`config.mk`:
```
export PLATFORM = sky130hd
export DESIGN_NAME = lif_neuron_multi
export DESIGN_NICKNAME = d
export VERILOG_FILES = /design/src/rtl/lif_pkg.sv /design/src/rtl/lif_cfg_chain.sv /design/src/rtl/lif_neuron_multi.sv
export SDC_FILE = /design/constraint.sdc
export NUM_CORES = 1
export LEC_CHECK = 0
export ABC_AREA = 0
export BUFFER_PORTS_ARGS = -buffer_cell sky130_fd_sc_hd__buf_2
export CORE_UTILIZATION = 53
export CTS_CLUSTER_DIAMETER = 40
export DETAILED_ROUTE_END_ITERATION = 12
export GPL_TIMING_DRIVEN = 0
export PLACE_DENSITY = 0.8
export SYNTH_ARGS = -nofsm -noshare
export SYNTH_HDL_FRONTEND = slang
export SYNTH_SLANG_ARGS = --single-unit
```
`constraint.sdc`:
```
create_clock -name clk -period 10.3 [get_ports clk]
set_input_delay 0.515 -clock clk [delete_from_list [all_inputs] [get_ports clk]]
set_output_delay 0.515 -clock clk [all_outputs]
set_load 0.02 [all_outputs]
```
`src/rtl/lif_pkg.sv`:
```
// rtl/lif_pkg.sv - shared sizing, field offsets and saturation helper for the LIF neuron
package lif_pkg;

  // Total configuration bits: N_SYN weights, threshold, leak shift, refractory count
  function automatic int cfg_bits(input int width, input int n_syn, input int leak_w, input int ref_w);
    return n_syn * width + width + leak_w + ref_w;
  endfunction

  // Field LSB positions inside the chain, layout MSB..LSB = {w[N-1]..w[0], thresh, leak, refrac}
  function automatic int refrac_lsb();
    return 0;
  endfunction

  function automatic int leak_lsb(input int ref_w);
    return ref_w;
  endfunction

  function automatic int thresh_lsb(input int leak_w, input int ref_w);
    return ref_w + leak_w;
  endfunction

  function automatic int w_lsb(input int width, input int leak_w, input int ref_w);
    return ref_w + leak_w + width;
  endfunction

  // Clamp an unsigned sum to the largest w-bit value
  function automatic logic [31:0] sat_u(input logic [31:0] s, input int w);
    logic [31:0] m;
    m = (32'd1 << w) - 32'd1;
    return (s > m) ? m : s;
  endfunction

endpackage

```
`src/rtl/lif_cfg_chain.sv`:
```
// rtl/lif_cfg_chain.sv - serial config shift chain, set_vars fall detect and shadow registers
module lif_cfg_chain
  import lif_pkg::*;
#(
  parameter int WIDTH  = 8,
  parameter int N_SYN  = 4,
  parameter int LEAK_W = 3,
  parameter int REF_W  = 4
) (
  input  logic                     clk,
  input  logic                     rst,
  input  logic                     set_vars,
  input  logic                     cfg_d,
  output logic [N_SYN*WIDTH-1:0]   w_bus,
  output logic [WIDTH-1:0]         thresh,
  output logic [LEAK_W-1:0]        leak,
  output logic [REF_W-1:0]         refrac,
  output logic                     commit
);

  localparam int CB     = cfg_bits(WIDTH, N_SYN, LEAK_W, REF_W);
  localparam int REF_L  = refrac_lsb();
  localparam int LEAK_L = leak_lsb(REF_W);
  localparam int TH_L   = thresh_lsb(LEAK_W, REF_W);
  localparam int W_L    = w_lsb(WIDTH, LEAK_W, REF_W);

  // Defaults: zero weights, all-ones threshold, no leak, no refractory
  localparam logic [CB-1:0] SHADOW_RST = CB'({WIDTH{1'b1}}) << TH_L;

  logic [CB-1:0] chain;
  logic [CB-1:0] shadow;
  logic          set_d;

  assign commit = set_d & ~set_vars;

  // Shift config in MSB-first while loading; remember last set_vars for the fall detect
  always_ff @(posedge clk or negedge rst) begin
    if (!rst) begin
      chain <= '0;
      set_d <= 1'b0;
    end else begin
      set_d <= set_vars;
      if (set_vars) chain <= {chain[CB-2:0], cfg_d};
    end
  end

  // Shadow copy only changes on the first cycle after a load ends
  always_ff @(posedge clk or negedge rst) begin
    if (!rst) shadow <= SHADOW_RST;
    else if (commit) shadow <= chain;
  end

  assign w_bus  = shadow[W_L +: N_SYN*WIDTH];
  assign thresh = shadow[TH_L +: WIDTH];
  assign leak   = shadow[LEAK_L +: LEAK_W];
  assign refrac = shadow[REF_L +: REF_W];

endmodule

```
`src/rtl/lif_neuron_multi.sv`:
```
// rtl/lif_neuron_multi.sv - leaky integrate-and-fire neuron with N_SYN weighted synapses
module lif_neuron_multi
  import lif_pkg::*;
#(
  parameter int WIDTH  = 8,
  parameter int N_SYN  = 4,
  parameter int LEAK_W = 3,
  parameter int REF_W  = 4
) (
  input  logic             clk,
  input  logic             rst,
  input  logic             set_vars,
  input  logic             cfg_d,
  input  logic [N_SYN-1:0] syn,
  output logic             axon,
  output logic [WIDTH-1:0] V,
  output logic             refr
);

  localparam int SUM_W = WIDTH + $clog2(N_SYN + 1);

  logic [N_SYN*WIDTH-1:0] w_bus;
  logic [WIDTH-1:0]       thresh;
  logic [LEAK_W-1:0]      leak;
  logic [REF_W-1:0]       refrac;
  logic                   commit;
  logic [REF_W-1:0]       ref_cnt;
  logic [WIDTH-1:0]       leaked;
  logic [SUM_W-1:0]       sum;
  logic [WIDTH-1:0]       sat;
  logic                   fire;
  logic                   hold;

  lif_cfg_chain #(
    .WIDTH (WIDTH),
    .N_SYN (N_SYN),
    .LEAK_W(LEAK_W),
    .REF_W (REF_W)
  ) u_cfg (
    .clk     (clk),
    .rst     (rst),
    .set_vars(set_vars),
    .cfg_d   (cfg_d),
    .w_bus   (w_bus),
    .thresh  (thresh),
    .leak    (leak),
    .refrac  (refrac),
    .commit  (commit)
  );

  // Neuron is frozen during load and during the commit cycle
  assign hold = set_vars | commit;

  // Leak, accumulate active synapse weights, clamp and compare against threshold
  always_comb begin
    leaked = (leak == '0) ? V : (V - (V >> leak));
    sum    = SUM_W'(leaked);
    for (int i = 0; i < N_SYN; i++) begin
      if (syn[i]) sum = sum + SUM_W'(w_bus[i*WIDTH +: WIDTH]);
    end
    sat  = WIDTH'(sat_u(32'(sum), WIDTH));
    fire = (sat >= thresh);
  end

  // Membrane, spike and refractory counter update
  always_ff @(posedge clk or negedge rst) begin
    if (!rst) begin
      V       <= '0;
      axon    <= 1'b0;
      ref_cnt <= '0;
    end else if (hold) begin
      V       <= '0;
      axon    <= 1'b0;
      ref_cnt <= '0;
    end else if (ref_cnt != '0) begin
      V       <= '0;
      axon    <= 1'b0;
      ref_cnt <= ref_cnt - 1'b1;
    end else if (fire) begin
      V       <= '0;
      axon    <= 1'b1;
      ref_cnt <= refrac;
    end else begin
      V       <= sat;
      axon    <= 1'b0;
    end
  end

  assign refr = (ref_cnt != '0);

endmodule
```
Word level (Yosys, flattened, before mapping):

Cells that the tools add are included.

* flip-flop bits (word level): 108
* latch bits: 0
* RAM bits: 0
* ROM bits: 0
* input bits: 8
* output and inout bits: 10
* word-level logic and storage cells: 36
* memories kept: 0

* add/sub/neg operators: 6
* multiply operators: 0
* divide/modulo/power cells: 0
* magnitude comparators: 2
* eq/ne operators: 0
* shifts and indexed selects: 1
* muxes and demuxes: 15
* bitwise gates (word level): 3
* reductions and logical operators: 3

Operator list (count)
* $mux W8: 5
* $add A11 B8 Y11: 3
* $mux W11: 3
* $mux W4: 3
* $gt A11 B8 Y1 const B: 1
* $add A8 B8 Y9: 1
* $mux W9: 1
* $ge A8 B8 Y1: 1
* $shr A8 B3 Y8: 1
* $sub A8 B8 Y8: 1
* $reduce_bool A4 Y1: 1
* $sub A4 B1 Y4 const B: 1
* $logic_not A3 Y1: 1
* $mux W1: 3
* $reduce_bool A3 Y1: 1
* $and A1 B1 Y1: 1
* $not A1 Y1: 1
* $or A1 B1 Y1: 1

Depth between registers and ports, before layout:

Gate-level depths: netlist of run 1.

* depth in word-level cells: 17
* depth in mapped cells: 48
* mapped depth without buffers: 47

Hierarchy:

A second synthesis of run 1 with hierarchy kept.

* cell total of the unflattened synthesis: 633
* area, all modules: 6859.1 um2

By module, submodules not included
* lif_cfg_chain: instances 1, cells each 200, area each 3524.6 um2, seq. area each 2387.3 um2
* lif_neuron_multi: instances 1, cells each 433, area each 3334.4 um2, seq. area each 325.3 um2

Worst setup path before layout of run 1:

OpenSTA, ideal clock, no wires.

* kind: register -> register
* from: register u_cfg.shadow[5]
* to: register ref_cnt[3]
* library setup time: 120 ps
* data arrival time: 8108 ps
* required time: 10180 ps
* slack: 2072 ps
* cell stages (with the launch flop): 44
* path buffers: 1
* cell sequence: dfrtp_1 > clkbuf_1 > mux2i_1 > o21ai_0 > a21oi_1 > nand2_1 > ha_1 > fa_1 > nand2_1 > o21ai_2 > inv_1 > ha_1 > a21o_1 > a211o_1 > o211ai_1 > o21ai_0 > ha_1 > o21ai_0 > [8 not listed] > a21o_1 > xnor2_1 > nand2_1 > o21a_1 > ha_1 > a32oi_1 > a2111oi_0 > a21oi_1 > nor3_4 > and2_2 > ha_1 > nand2b_1 > a21o_1 > a21oi_1 > o21ai_0 > o41a_1 > nand3b_1 > and3_1

* word-level cells in the longest chain between the ends: 15
* elaborated cells on any way between the ends: 16

RTL lines
* from (decl): line lif_cfg_chain.sv:31 `logic [CB-1:0] shadow;`
* from (signal assigned): line lif_cfg_chain.sv:50 `else if (commit) shadow <= chain;`
* $shr A8 B3 Y8: line lif_neuron_multi.sv:56 `leaked = (leak == '0) ? V : (V - (V >> leak));`
* $sub A8 B8 Y8: line lif_neuron_multi.sv:56
* $mux W8 *: line lif_neuron_multi.sv:56
* $add A8 B8 Y9: line lif_neuron_multi.sv:59 `if (syn[i]) sum = sum + SUM_W'(w_bus[i*WIDTH +: WIDTH]);`
* $mux W9 *: line lif_neuron_multi.sv:59
* $add A11 B8 Y11: line lif_neuron_multi.sv:59
* $mux W11 *: line lif_neuron_multi.sv:59
* $add A11 B8 Y11: line lif_neuron_multi.sv:59
* $mux W11 *: line lif_neuron_multi.sv:59
* $add A11 B8 Y11: line lif_neuron_multi.sv:59
* $mux W11 *: line lif_neuron_multi.sv:59
* $gt A11 B8 Y1: line lif_pkg.sv:30 `return (s > m) ? m : s;`
* $mux W8 *: line lif_pkg.sv:30
* $ge A8 B8 Y1 *: line lif_neuron_multi.sv:62 `fire = (sat >= thresh);`
* $reduce_bool A3 Y1 (no source line) *
* to (signal assigned): line lif_neuron_multi.sv:78 `ref_cnt <= ref_cnt - 1'b1;`
* to (signal assigned): line lif_neuron_multi.sv:82 `ref_cnt <= refrac;`
* to (decl): line lif_neuron_multi.sv:27 `logic [REF_W-1:0] ref_cnt;`

Every way passes the cells marked *; elsewhere a longest branch is shown, timed or not.
A chain may end at the register's enable or synchronous reset.

Final worst setup path of run 1:

* from: register u_cfg.shadow[5]
* to: register ref_cnt[0]

Same word-level chain as after synthesis.

==> results of run 1 <==
-- cell usage in the layout, fill, tap and decap left out, types with 5 or more instances in the layout --
master	Yosys	final
sky130_fd_sc_hd__nand2b_1	8	8
sky130_fd_sc_hd__mux2i_1	10	10
sky130_fd_sc_hd__nand3_1	9	9
sky130_fd_sc_hd__o21a_1	11	11
sky130_fd_sc_hd__ha_1	51	51
sky130_fd_sc_hd__a211oi_1	8	8
sky130_fd_sc_hd__dfstp_2	8	8
sky130_fd_sc_hd__xor2_1	6	6
sky130_fd_sc_hd__inv_1	31	31
sky130_fd_sc_hd__fa_1	5	5
sky130_fd_sc_hd__a21o_1	9	9
sky130_fd_sc_hd__nor2b_1	9	9
sky130_fd_sc_hd__buf_1	6	5
sky130_fd_sc_hd__xnor2_1	14	14
sky130_fd_sc_hd__and3_1	5	5
sky130_fd_sc_hd__nor3_1	8	8
sky130_fd_sc_hd__buf_2	3	17
sky130_fd_sc_hd__a21oi_1	38	37
sky130_fd_sc_hd__clkbuf_16	0	9
sky130_fd_sc_hd__or3_1	7	7
sky130_fd_sc_hd__mux2_2	97	97
sky130_fd_sc_hd__o21ai_0	37	37
sky130_fd_sc_hd__clkbuf_1	14	13
sky130_fd_sc_hd__nor2_1	27	27
sky130_fd_sc_hd__dfrtp_1	100	100
sky130_fd_sc_hd__nand2_1	42	42
-- critical path, delay by kind of cell, from the launching register on --
kind                       cells  cell delay [ns]
xor gates and xnor gates       1             0.13
muxes                          2             0.50
and+or+nand+nor               13             2.17
adders and majority gates      7             2.33
DFF                            1             0.45
buffers and inverters          2             0.33
AOI/OAI and AO/OA             21             3.54
-- path summary, 6_finish.rpt --
| kind | start | endpoint | slack (ns) | cells after the start |
|---|---|---|---|---|
| setup / recovery | u_cfg.shadow[5] | ref_cnt[0] | 0.72 | 46 |
| hold / removal | rst | u_cfg.chain[21] | 0.19 | 1 |
| setup reg to reg | u_cfg.shadow[5] | ref_cnt[0] | 0.72 | 46 |
| hold reg to reg | u_cfg.chain[6] | u_cfg.shadow[6] | 0.51 | 2 |
| max in group asynchronous | rst | u_cfg.shadow[10] | 9.37 | 2 |
| min in group clk | set_vars | u_cfg.set_d | 0.28 | 1 |
-- what timing repair did --
item	4_1_cts	5_1_grt
resized for setup	0	10
setup endpoints to repair	0	12
buffers inserted	0	2
-- flip-flops by register name, summed over array words and instances (netlist names) --
register      cells
u_cfg.chain      47
u_cfg.shadow     47
V                 8
ref_cnt           4
axon              1
u_cfg.set_d       1
-- area by class of cell --
cell class | instances | area (sq um) | share of cell area, %
multi-input combinational | 479 | 3887 | 52.17
buffer | 24 | 103.9 | 1.394
timing repair buffer | 17 | 115.1 | 1.545
clock inverter | 7 | 63.81 | 0.8564
tap | 172 | 215.2 | 2.888
sequential | 108 | 2713 | 36.41
inverter | 34 | 127.6 | 1.713
clock buffer | 9 | 225.2 | 3.023
-- per-layer routing --
metal	part of all wire, %	up-vias	global-route usage [%]
met3	4.6	25	4.639
met2	48	131	41.04
met5	0	-	0
met1	45	2493	32.32
li1	-	2405	-
met4	1.9	0	7.965
-- through the flow --
stage	hold slack, ns	util [%]	cell area [sq um]	std cells	worst slack (ns)
3_5_place_dp	0.4991	56.67	7122	832	0.5547
4_1_cts	0.2139	58.96	7411	848	0.4895
5_1_grt	0.2511	59.28	7451	850	0.04267
3_3_place_gp	0.4855	56.43	7092	831	0.8014
6_report	0.1927	59.28	7451	850	0.7175
2_1_floorplan	0.2194	-	6807	645	2.072
-- cells by family after synthesis --
kind of cell	count (synthesis)	synth area share (%)
compound gates	158	15.31
mux	107	17.52
fa+ha+maj	56	10.85
flops	108	39.85
buf+inv	58	3.364
simple gates	138	10.53
xor+xnor	20	2.574
==> summary.txt, run 1 <==
Run status
  – Result of the run: finished clean

Critical path
  – Critical path launch point type: flip-flop
  – Maximum fanout encountered on the critical timing path: 10
  – Critical-path cell with the highest stage delay: sky130_fd_sc_hd__dfrtp_1
  – Required time at the worst-slack endpoint: 10.53 ns
  – Worst EP arrival: 9.81 ns
  – Worst setup path category: flip-flop to flip-flop
  – Largest stage delay on the critical path: 0.45 ns
  – Element type at the critical path end: flip-flop

Placed design
  – IO Port Bufs: 14
  – Half-perimeter wire length after detailed placement: 11200 um
  – Routability Congestion: 0.8945

Route
  – Number of iterations in the first detailed-routing pass: 5
  – Final routed wirelength across all metal layers: 14630 um
  – Remaining antenna violation count: 0
  – Wirelength per Cell: 17.22 um
  – Number of vias after detailed routing: 5054
  – Remaining DRCs: 0
  – Number of DRC markers after the initial detailed-route iteration: 246
  – Via density per instance: 5.946

Final layout
  – Diodes inserted: 0
  – Layout-stage area growth over the synthesis result: 9.467%
  – Fillers: 1044
  – Number of nets in the layout: 737
  – Layout cell share with drive strength beyond 1: 24.48%

Clock network
  – Max Buffers Root-to-Sink: 2
  – CTS root buf: sky130_fd_sc_hd__clkbuf_16
  – Clock transition at path regs: 0.08 ns
  – Cts hold-fix bufs: 0
  – Count of clock tree sinks: 108
  – Latest clock arrival within the worst-skew pair: 0.36 ns
  – Clock tree from TritonCTS: done
  – Total clock buffers created by CTS: 9
  – H-tree depth: 3

Logic synthesis
  – Number of warnings reported in the yosys synthesis log: 0
  – Top cell type's share of synthesized area: 36.76%
  – Seq/Total Area, Yosys: 39.85%
  – Number of flip-flops and latches in the synthesized netlist: 108
  – Share of flip-flops with an asynchronous set or reset after synthesis: 100.0%
  – Area leader, netlist: sky130_fd_sc_hd__dfrtp_1
  – Post-Syn Area per Cell: 10.55 sq um
  – Most numerous cell in the Yosys netlist: sky130_fd_sc_hd__dfrtp_1
  – Most frequent cells after synthesis: sky130_fd_sc_hd__dfrtp_1, sky130_fd_sc_hd__mux2_2, sky130_fd_sc_hd__ha_1
  – Most used flip-flop cell after synthesis: sky130_fd_sc_hd__dfrtp_1
  – Number of library cell types mapped by synthesis: 74
  – Cell types with the largest area share after synthesis: sky130_fd_sc_hd__dfrtp_1, sky130_fd_sc_hd__mux2_2, sky130_fd_sc_hd__ha_1, sky130_fd_sc_hd__dfstp_2, sky130_fd_sc_hd__a21oi_1
  – Number of flops mapped to enable cells by yosys: 0
  – Synthesized Nets: 709
  – Cells after Synth: 645
  – Total standard cell area after synthesis: 6807 sq um

Timing
  – RSZ-0062 raised after global routing: false
  – Period utilisation layout: 93.03%
  – Final total negative setup slack: 0 ns
  – Time the final worst path needs with I/O delays and setup: 9.582 ns
  – Worst relative slew slack: 54.55%
  – Achievable clock frequency: 0.1044 GHz
  – Final setup vio count: 0
  – Final hold vios: 0
  – Clock skew: 0.01116 ns
  – Pins Over Slew Limit: 0
  – Tightest Pin Transition: 0.6817 ns

Min path
  – Worst hold-check path type: primary input to asynchronous set/reset pin

Die
  – Area of the placeable core: 12570 sq um
  – Std cell rows: 41
  – I/O pins: 18
  – DIE WIDTH: 115.3 um
  – Starting utilization of the core area: 54.16%
  – Chip Height: 115.3 um
  – Die area: 13300 sq um

GRT
  – Largest net degree at the start of global routing: 56
  – Global route overflow: 0
  – Wire length of the first global-routing pass: 25150 um
  – Vias in the first global route: 5143
  – All-layer global routing usage: 24.59%
  – Number of antenna violations at the first check in global routing: 0

Run
  – MaxCap Viol Count: 0
Power of run 1 is left out: the tool's default activity adds up to more than one toggle a clock period on the data nets, which glitch-free logic cannot reach.
==> run 2: changes to the inputs <==
--- a/config.mk
+++ b/config.mk
@@ -7,11 +7,12 @@
 export LEC_CHECK = 0
 export ABC_AREA = 0
 export BUFFER_PORTS_ARGS = -buffer_cell sky130_fd_sc_hd__buf_2
+export CORE_MARGIN = 8
 export CORE_UTILIZATION = 53
 export CTS_CLUSTER_DIAMETER = 40
 export DETAILED_ROUTE_END_ITERATION = 12
 export GPL_TIMING_DRIVEN = 0
-export PLACE_DENSITY = 0.8
+export PLACE_DENSITY = 0.83
 export SYNTH_ARGS = -nofsm -noshare
 export SYNTH_HDL_FRONTEND = slang
 export SYNTH_SLANG_ARGS = --single-unit
==> constraint.sdc (replaced) <==
create_clock -name clk -period 8.55 [get_ports clk]
set_input_delay 0.855 -clock clk [delete_from_list [all_inputs] [get_ports clk]]
set_output_delay 0.855 -clock clk [all_outputs]
set_load 0.02 [all_outputs]
==> run 2 against run 1 <==
The flow now finishes with violations (setup timing). Clock skew up 0.0016 ns. Non-clock buffer count up 59. Setup slack worse by 1.2 ns. Final area up 18%. Global-route usage down 2.6 points. First-iteration DRC count up 89%. Maximum frequency up 5.9%. Die area up 26%.
==> summary.txt, run 2 (synthesis gave the netlist of run 1 again) <==
Clock network
  – Max Buffers Root-to-Sink: 2
  – CTS root buf: sky130_fd_sc_hd__clkbuf_16
  – Latest clock arrival within the worst-skew pair: 0.36 ns
  – H-tree depth: 3
  – Count of clock tree sinks: 108
  – Cts hold-fix bufs: 0
  – Clock transition at path regs: 0.08 ns
  – Clock tree from TritonCTS: done
  – Total clock buffers created by CTS: 9

Route
  – Final routed wirelength across all metal layers: 21180 um
  – Number of DRC markers after the initial detailed-route iteration: 464
  – Via density per instance: 6.609
  – Number of iterations in the first detailed-routing pass: 8
  – Remaining antenna violation count: 0
  – Number of vias after detailed routing: 6008
  – Wirelength per Cell: 23.29 um
  – Remaining DRCs: 0

Die
  – Chip Height: 129.3 um
  – Area of the placeable core: 12570 sq um
  – DIE WIDTH: 129.3 um
  – Std cell rows: 41
  – I/O pins: 18
  – Starting utilization of the core area: 54.16%
  – Die area: 16730 sq um

Final layout
  – Diodes inserted: 0
  – Final core utilization: 69.99%
  – Number of nets in the layout: 796
  – Largest registers in the final layout: u_cfg.chain (47), u_cfg.shadow (47), V (8)
  – Total non-filler cell area in the finished layout: 8796 sq um
  – Layout cell share with drive strength beyond 1: 45.86%
  – Most frequent standard cell in the layout excluding fill and tap cells: sky130_fd_sc_hd__dfrtp_1
  – Fillers: 809
  – Layout-stage area growth over the synthesis result: 29.23%
  – Most frequent cells in the layout: sky130_fd_sc_hd__dfrtp_1, sky130_fd_sc_hd__mux2_2, sky130_fd_sc_hd__buf_4

GRT
  – All-layer global routing usage: 22.01%
  – Vias in the first global route: 5890
  – Global route overflow: 0
  – Wire length of the first global-routing pass: 29240 um
  – Number of antenna violations at the first check in global routing: 0
  – Largest net degree at the start of global routing: 58

Critical path
  – Element type at the critical path end: flip-flop
  – Maximum fanout encountered on the critical timing path: 6
  – Critical-path cell with the highest stage delay: sky130_fd_sc_hd__dfrtp_2
  – Critical path launch point type: flip-flop
  – Worst EP arrival: 9.27 ns
  – Worst setup path category: flip-flop to flip-flop
  – Largest stage delay on the critical path: 0.45 ns
  – Required time at the worst-slack endpoint: 8.77 ns

Run status
  – Result of the run: complete, but fails checks
  – Violated checks: setup timing

Min path
  – Worst hold-check path type: flip-flop to flip-flop

Timing
  – Worst relative slew slack: 53.15%
  – RSZ-0062 raised after global routing: true
  – Period utilisation layout: 105.8%
  – Achievable clock frequency: 0.1105 GHz
  – Time the final worst path needs with I/O delays and setup: 9.049 ns
  – Tightest Pin Transition: 0.7028 ns
  – Clock skew: 0.01276 ns
  – Pins Over Slew Limit: 0
  – Final setup vio count: 13
  – Final hold vios: 0
  – Worst-case setup margin in the final layout: -0.4991 ns

Run
  – MaxCap Viol Count: 0

Placed design
  – Placed cell areas: 7122 sq um
  – Half-perimeter wire length after detailed placement: 11460 um
  – Routability Congestion: 0.9125
  – IO Port Bufs: 14
==> run 2: layer usage <==
layer | part of all wire [%] | global-route usage, %
met1 | 37 | 25.18
met2 | 48 | 36.49
met3 | 7.1 | 5.546
met4 | 7.7 | 13.41
met5 | 0 | 0
==> run 2: final cells by class <==
type | instances | area [sq um] | share of cell area [%]
Multi-Input combinational cell | 479 | 4730 | 53.77
Tap cell | 172 | 215.2 | 2.447
Sequential cell | 108 | 2720 | 30.92
Inverter | 34 | 130.1 | 1.479
Clock buffer | 9 | 225.2 | 2.560
Buffer | 22 | 107.6 | 1.223
Clock inverter | 7 | 80.08 | 0.9104
Timing Repair Buffer | 78 | 588.1 | 6.686
==> run 2: critical path, delay by kind of cell, from the launching register on <==
family | cells | cell delay [ns]
buffers and inverters | 5 | 0.57
AND/OR/NAND/NOR | 7 | 0.95
XOR/XNOR | 3 | 0.44
multiplexers | 2 | 0.56
AO/OA/AOI/OAI | 21 | 4.09
adder cells (fa/ha/maj) | 6 | 1.78
flip-flops | 1 | 0.45
==> run 2: per-stage QoR <==
step	setup WS, ns	hold WS (ns)	cells	setup TNS [ns]
final	-0.4991	0.5105	909	-4.984
after global routing	-0.6953	0.5454	909	-7.549
after CTS	-0.009757	0.5088	886	-0.009757
after detailed placement	-1.349	0.4921	832	-16.16
after global placement	-0.9423	0.4870	831	-10.85
after floorplan	0.3220	0.4621	645	0
==> run 2: what timing repair did <==
item / in CTS / in global routing
gates resized for setup: 106 / 69
setup buffers: 41 / 23
pin swaps: 47 / 47
setup endpoints to repair: 13 / 13
hold endpoints to repair: 0 / 0
==> run 2: worst paths after layout <==
path                                       from               end  slack (ns)  depth (start not counted)
min in group asynchronous                   rst   u_cfg.shadow[4]        0.53                          1
worst max register to register  u_cfg.shadow[5]        ref_cnt[1]       -0.50                         44
worst min register to register  u_cfg.chain[46]  u_cfg.shadow[46]        0.51                          1
worst max-delay path            u_cfg.shadow[5]        ref_cnt[1]       -0.50                         44
worst min-delay path            u_cfg.chain[46]  u_cfg.shadow[46]        0.51                          1
max in group asynchronous                   rst  u_cfg.shadow[13]        7.27                          2
Power of run 2 is left out for the same reason.
